`src/rtl/if_id_skid_if.sv`:
```
// IF/ID handshake bundle shared by the fetch side, the skid stage and decode.
//   flush                        : drop every held and incoming entry this cycle
//   in_valid / in_ready          : fetch -> stage handshake
//   if_pc / if_inst / if_exc     : incoming entry fields
//   out_valid / out_ready        : stage -> decode handshake
//   id_pc / id_inst / id_exc     : registered entry presented to decode
//   occupancy                    : number of entries held (0..2)
// The master modport is the environment (fetch + decode); the slave modport is the stage itself.
interface if_id_skid_if #(
  parameter int unsigned ADDR_W = 32,
  parameter int unsigned DATA_W = 32,
  parameter int unsigned EXC_W  = 4
);
  logic              flush;
  logic              in_valid;
  logic              in_ready;
  logic [ADDR_W-1:0] if_pc;
  logic [DATA_W-1:0] if_inst;
  logic [EXC_W-1:0]  if_exc;
  logic              out_valid;
  logic              out_ready;
  logic [ADDR_W-1:0] id_pc;
  logic [DATA_W-1:0] id_inst;
  logic [EXC_W-1:0]  id_exc;
  logic [1:0]        occupancy;

  modport master (
    output flush, in_valid, if_pc, if_inst, if_exc, out_ready,
    input  in_ready, out_valid, id_pc, id_inst, id_exc, occupancy
  );

  modport slave (
    input  flush, in_valid, if_pc, if_inst, if_exc, out_ready,
    output in_ready, out_valid, id_pc, id_inst, id_exc, occupancy
  );
endinterface

```
`src/rtl/if_id_skid.sv`:
```
// IF/ID pipeline register with valid/ready handshake and a two-entry skid buffer.
// The main register M drives decode; the skid register S catches one entry when decode stalls,
// so in_ready depends only on registered state. An empty stage presents a NOP bubble.
// Ports:
//   clk  : clock, rising edge
//   rst  : synchronous active-high reset
//   bus  : if_id_skid_if.slave handshake bundle (see interface header)
module if_id_skid #(
  parameter int unsigned           ADDR_W   = 32,
  parameter int unsigned           DATA_W   = 32,
  parameter int unsigned           EXC_W    = 4,
  parameter logic [DATA_W-1:0]     NOP_INST = '0
) (
  input  logic         clk,
  input  logic         rst,
  if_id_skid_if.slave  bus
);

  logic              m_v_q, s_v_q;
  logic [ADDR_W-1:0] m_pc_q, s_pc_q;
  logic [DATA_W-1:0] m_inst_q, s_inst_q;
  logic [EXC_W-1:0]  m_exc_q, s_exc_q;

  logic in_ready;
  logic in_fire;
  logic out_fire;

  // Only the skid valid gates acceptance: no combinational path from out_ready.
  assign in_ready = ~s_v_q & ~rst;
  assign in_fire  = bus.in_valid & in_ready;
  assign out_fire = m_v_q & bus.out_ready;

  always_ff @(posedge clk) begin
    if (rst || bus.flush) begin
      m_v_q    <= 1'b0;
      m_pc_q   <= '0;
      m_inst_q <= NOP_INST;
      m_exc_q  <= '0;
      s_v_q    <= 1'b0;
      s_pc_q   <= '0;
      s_inst_q <= '0;
      s_exc_q  <= '0;
    end else if (!m_v_q) begin
      if (in_fire) begin
        m_v_q    <= 1'b1;
        m_pc_q   <= bus.if_pc;
        m_inst_q <= bus.if_inst;
        m_exc_q  <= bus.if_exc;
      end
    end else if (out_fire) begin
      if (s_v_q) begin
        // Drain the skid entry first to keep arrival order.
        m_pc_q   <= s_pc_q;
        m_inst_q <= s_inst_q;
        m_exc_q  <= s_exc_q;
        s_v_q    <= 1'b0;
      end else if (in_fire) begin
        m_pc_q   <= bus.if_pc;
        m_inst_q <= bus.if_inst;
        m_exc_q  <= bus.if_exc;
      end else begin
        m_v_q    <= 1'b0;
        m_pc_q   <= '0;
        m_inst_q <= NOP_INST;
        m_exc_q  <= '0;
      end
    end else if (!s_v_q && in_fire) begin
      s_v_q    <= 1'b1;
      s_pc_q   <= bus.if_pc;
      s_inst_q <= bus.if_inst;
      s_exc_q  <= bus.if_exc;
    end
  end

  assign bus.in_ready  = in_ready;
  assign bus.out_valid = m_v_q;
  assign bus.id_pc     = m_pc_q;
  assign bus.id_inst   = m_inst_q;
  assign bus.id_exc    = m_exc_q;
  assign bus.occupancy = {1'b0, m_v_q} + {1'b0, s_v_q};

  // A held skid entry always sits behind a valid main entry.
  a_skid_behind_main: assert property (@(posedge clk) disable iff (rst) !(s_v_q && !m_v_q));

endmodule

```
`src/flat_wrapper.sv`:
```
// flat-port wrapper written by rule: the top's interface ports become plain ports
module if_id_skid_flat 
#(
  parameter int unsigned           ADDR_W   = 32,
  parameter int unsigned           DATA_W   = 32,
  parameter int unsigned           EXC_W    = 4,
  parameter logic [DATA_W-1:0]     NOP_INST = '0
)
  (clk, rst, bus_flush, bus_in_valid, bus_if_pc, bus_if_inst, bus_if_exc, bus_out_ready, bus_in_ready, bus_out_valid, bus_id_pc, bus_id_inst, bus_id_exc, bus_occupancy);
  if_id_skid_if #(.ADDR_W(ADDR_W), .DATA_W(DATA_W), .EXC_W(EXC_W)) bus_i ();
  input  logic clk;
  input  logic rst;
  input wire logic [$bits(bus_i.flush)-1:0] bus_flush;
  input wire logic [$bits(bus_i.in_valid)-1:0] bus_in_valid;
  input wire logic [$bits(bus_i.if_pc)-1:0] bus_if_pc;
  input wire logic [$bits(bus_i.if_inst)-1:0] bus_if_inst;
  input wire logic [$bits(bus_i.if_exc)-1:0] bus_if_exc;
  input wire logic [$bits(bus_i.out_ready)-1:0] bus_out_ready;
  output wire logic [$bits(bus_i.in_ready)-1:0] bus_in_ready;
  output wire logic [$bits(bus_i.out_valid)-1:0] bus_out_valid;
  output wire logic [$bits(bus_i.id_pc)-1:0] bus_id_pc;
  output wire logic [$bits(bus_i.id_inst)-1:0] bus_id_inst;
  output wire logic [$bits(bus_i.id_exc)-1:0] bus_id_exc;
  output wire logic [$bits(bus_i.occupancy)-1:0] bus_occupancy;
  assign bus_i.flush = bus_flush;
  assign bus_i.in_valid = bus_in_valid;
  assign bus_i.if_pc = bus_if_pc;
  assign bus_i.if_inst = bus_if_inst;
  assign bus_i.if_exc = bus_if_exc;
  assign bus_i.out_ready = bus_out_ready;
  assign bus_in_ready = bus_i.in_ready;
  assign bus_out_valid = bus_i.out_valid;
  assign bus_id_pc = bus_i.id_pc;
  assign bus_id_inst = bus_i.id_inst;
  assign bus_id_exc = bus_i.id_exc;
  assign bus_occupancy = bus_i.occupancy;
  if_id_skid #(.ADDR_W(ADDR_W), .DATA_W(DATA_W), .EXC_W(EXC_W), .NOP_INST(NOP_INST)) u_core (.clk(clk), .rst(rst), .bus(bus_i));
endmodule
```
`config.mk`:
```
export PLATFORM = sky130hd
export DESIGN_NAME = if_id_skid_flat
export DESIGN_NICKNAME = d
export VERILOG_FILES = /design/src/rtl/if_id_skid_if.sv /design/src/rtl/if_id_skid.sv /design/src/flat_wrapper.sv
export SDC_FILE = /design/constraint.sdc
export NUM_CORES = 1
export LEC_CHECK = 0
export ABC_CLOCK_PERIOD_IN_PS = 1600
export CAP_MARGIN = 0
export CORE_MARGIN = 2
export CORE_UTILIZATION = 40
export DETAILED_ROUTE_END_ITERATION = 12
export PLACE_DENSITY = 0.8
export SLEW_MARGIN = 20
export SYNTH_ARGS = -nofsm -noshare
export SYNTH_HDL_FRONTEND = slang
export SYNTH_SLANG_ARGS = --single-unit
```
`constraint.sdc`:
```
create_clock -name clk -period 1.6 [get_ports clk]
set_input_delay 0.24 -clock clk [delete_from_list [all_inputs] [get_ports clk]]
set_output_delay 0.24 -clock clk [all_outputs]
set_load 0.01 [all_outputs]
```
==> results.cfg <==
[global_routing]
grt_antenna_before_repair = 1
global_route_usage_over_all_layers_pct = 22.37
grt_max_degree = 47
via_count_of_the_first_global_routing_pass = 5679
global_route.overflow_total = 0
first_pass_grt_wire_length_um = 28920

[routing]
route.final.wire_length_um = 19000
drt_pre_antenna_iters = 5
route.met3.wl_um = 1492
wire_per_inst_um = 18.01
top_layer_used = met4
total_number_of_vias = 6205
drtAntennaViolNets = 0
drc = 0
routed_met1_length_um = 7707
post_drt_via_cell_ratio = 5.882
detailedRoute.firstIterationViolations = 779
wl_met2_um = 9402

[finish]
layout.cells.most_common = sky130_fd_sc_hd__dfxtp_1
finish.utilization_pct = 60.11
flow.area_growth_from_synthesis_pct = 46.14
finalNonFillerCells = 1055
ff_latch_area_sq_um = 2770
layout.nets = 932
layout.cells.most_common_list = 136 x sky130_fd_sc_hd__dfxtp_1, 133 x sky130_fd_sc_hd__clkdlybuf4s50_1, 108 x sky130_fd_sc_hd__o21ai_0, 68 x sky130_fd_sc_hd__nand2_1
filler_cell_count = 1226
combined_area_of_the_multi_input_logic_cells_sq_um = 2913
drive_above_1_share_pct = 16.44

[cts]
cts_root_buffer = sky130_fd_sc_hd__clkbuf_16
cts-root-to-sink-buffers = 2
cts_hold_buf = 0
cts_inserted_buffers = 17
clock_sink_count = 138
clk-insertion-delay-late_ps = 420
path_clk_slew_ps = 60
cts_tree = yes
htreeDepth = 4

[sta]
maximum_operating_frequency_mhz = 590.3
tightest_slew_ps = 296.8
rsz0062_at_grt = true
report.final.slew_viol_count = 0
setup_total_negative_slack_ps = -117.5
relSlewSlack_pct = 80.13
fin_crit_sh_pct = 105.9
finalHoldViolCount = 0
finalCriticalPeriod_ps = 1694
finalClockSkew_ps = 7.814
setup_slack_ps = -94.20
finalSetupViolCount = 4

[worst_setup_path]
timing.critical_path.from_type = flop
timing.critical_path.max_delay_family = buffers and inverters
critPathKind = flop to flop
critPathSlowestCell = sky130_fd_sc_hd__dfxtp_4
crit_path_max_incr_delay_ps = 360
crit_buf_inv = 3
worst-path-max-fanout = 9
cp_cell_sequence = buf_6 > nor3b_4 > buf_8 > clkbuf_16 > o21ai_0 > a311oi_1
cp_data_arrival_time_ps = 2000
critical_path.endpoint_type = flop
worst_ep_required_time_ps = 1910

[synthesis]
synth.yosys.seq_area_share_pct = 45.87
synthesis.instances = 725
synth.avg_cell_area_sq_um = 8.308
syn_nets = 799
ys_warn_count = 0
post_synth_num_cell_types = 33
netlist_area_sq_um = 6023
synth.ff_latch_count = 138

[die]
die_area_sq_um = 16060
row_count = 44
die_height_um = 126.7
initial_core_utilization_pct = 41.13
core-area_sq_um = 14640
die_w_um = 126.7
boundaryPins = 145

[power]
net_sw_share_pct = 24.41
worst_ir_drop_vdd_v = 0.0006789
p_sw_mw = 2.124
comb_power_share_pct = 13.7
pwr_density_cell_nw_per_um2 = 988.6
clock_power_share_pct = 45.4
seq_power_share_pct = 40.9
power_report.internal_total_mw = 6.577
power.leakage_nw = 2.908

[placement]
portBuffers = 144
detailedPlacementHpwl_um = 11340
gp_congestion = 0.7835
placed_cells_incl_taps = 1011
post-place-ws_ps = -467.5

[status]
outcome = complete, but fails checks
failed_checks = negative setup slack

[min_path]
hp-class = primary input to flop

[flow_run]
max-cap-violations = 0
## flip-flops by register name (all words and copies together), names as in the netlist
register and flops:
u_core.s_exc_q 4, u_core.bus.id_pc 32, u_core.s_v_q 1, u_core.bus.out_valid 1, u_core.bus.id_exc 4, u_core.s_inst_q 32
u_core.bus.id_inst 32, u_core.s_pc_q 32
## tightest hold or removal path, stage by stage
cell,delay (ps)
sky130_fd_sc_hd__dlymetal6s2s_1,230
sky130_fd_sc_hd__nor2_1,80
sky130_fd_sc_hd__o221a_2,110
## cells in the mapped netlist (all sizes together)
| cell type | count | share of area (%) |
|---|---|---|
| a211oi | 1 | 0.12 |
| a21o | 1 | 0.12 |
| nor3 | 68 | 5.7 |
| clkbuf | 63 | 4.0 |
| and3b | 1 | 0.15 |
| a21oi | 70 | 5.8 |
| o221a | 1 | 0.19 |
| a311oi | 67 | 12 |
| nand3 | 68 | 5.7 |
| ha | 1 | 0.21 |
| inv | 2 | 0.12 |
| nor2 | 2 | 0.12 |
| nand2 | 68 | 4.2 |
| buf | 29 | 3.1 |
| dfxtp | 138 | 46 |
| nand2b | 1 | 0.10 |
| or3b | 1 | 0.15 |
| and2 | 2 | 0.25 |
| o21ai | 135 | 11 |
| nor2b | 1 | 0.10 |
| nor3b | 1 | 0.31 |
| or2 | 2 | 0.21 |
| nor4b | 1 | 0.39 |
| a21boi | 1 | 0.12 |
## per-layer routing
layer,vias to the layer above,GRT usage [%]
met1,2915,28.46
met4,0,8.209
met3,36,5.483
li1,2941,-
met2,313,37.01
met5,-,0
## path summary, 6_finish.rpt
path,from,end,slack [ps],depth (start not counted)
min,rst,u_core.bus.id_inst[30]$_SDFFE_PP0P_,290,3
max,u_core.s_v_q$_SDFFE_PP0P_,u_core.bus.id_pc[31]$_SDFFE_PP0P_,-90,6
min reg2reg,u_core.s_pc_q[2]$_SDFFE_PP0P_,u_core.s_pc_q[2]$_SDFFE_PP0P_,470,2
max reg2reg,u_core.s_v_q$_SDFFE_PP0P_,u_core.bus.id_pc[31]$_SDFFE_PP0P_,-90,6
## kinds of logic after synthesis
family / Yosys count / synth area share, %
fa+ha+maj: 1 / 0.2077
compound gates: 276 / 29.41
simple gates: 216 / 17.32
buf+inv: 94 / 7.187
flops: 138 / 45.87
## power by group through the flow
stage          combinational (mW)  sequential (mW)  clock [mW]
2_1_floorplan               0.482             3.66           0
3_3_place_gp                 1.09             3.63           0
3_5_place_dp                 1.10             3.64           0
4_1_cts                      1.12             3.56        4.01
5_1_grt                      1.27             3.57        4.15
6_report                     1.19             3.56        3.95
## metrics by stage
step	cell area [sq um]	hold WS, ps	power, mW
2_1_floorplan	6025	382.8	4.144
3_3_place_gp	7911	457.9	4.724
3_5_place_dp	7911	466.7	4.740
4_1_cts	8539	389.6	8.686
5_1_grt	8802	310.3	8.986
6_report	8802	290.7	8.702
## layout make-up
class	instances	share of cell area [%]
Clock inverter	12	1.706
Multi-Input combinational cell	493	33.09
Inverter	2	0.08529
Clock buffer	19	5.032
Antenna cell	1	0.02843
Sequential cell	138	31.47
Tap cell	184	2.615
Timing Repair Buffer	206	25.97
## what timing repair did
item,4_1_cts,5_1_grt
pin swaps,9,20
buffers inserted,1,6
resized for setup,16,56
setup endpoints to repair,37,78
cloned,0,5
Power figures use the tool's default switching activity.
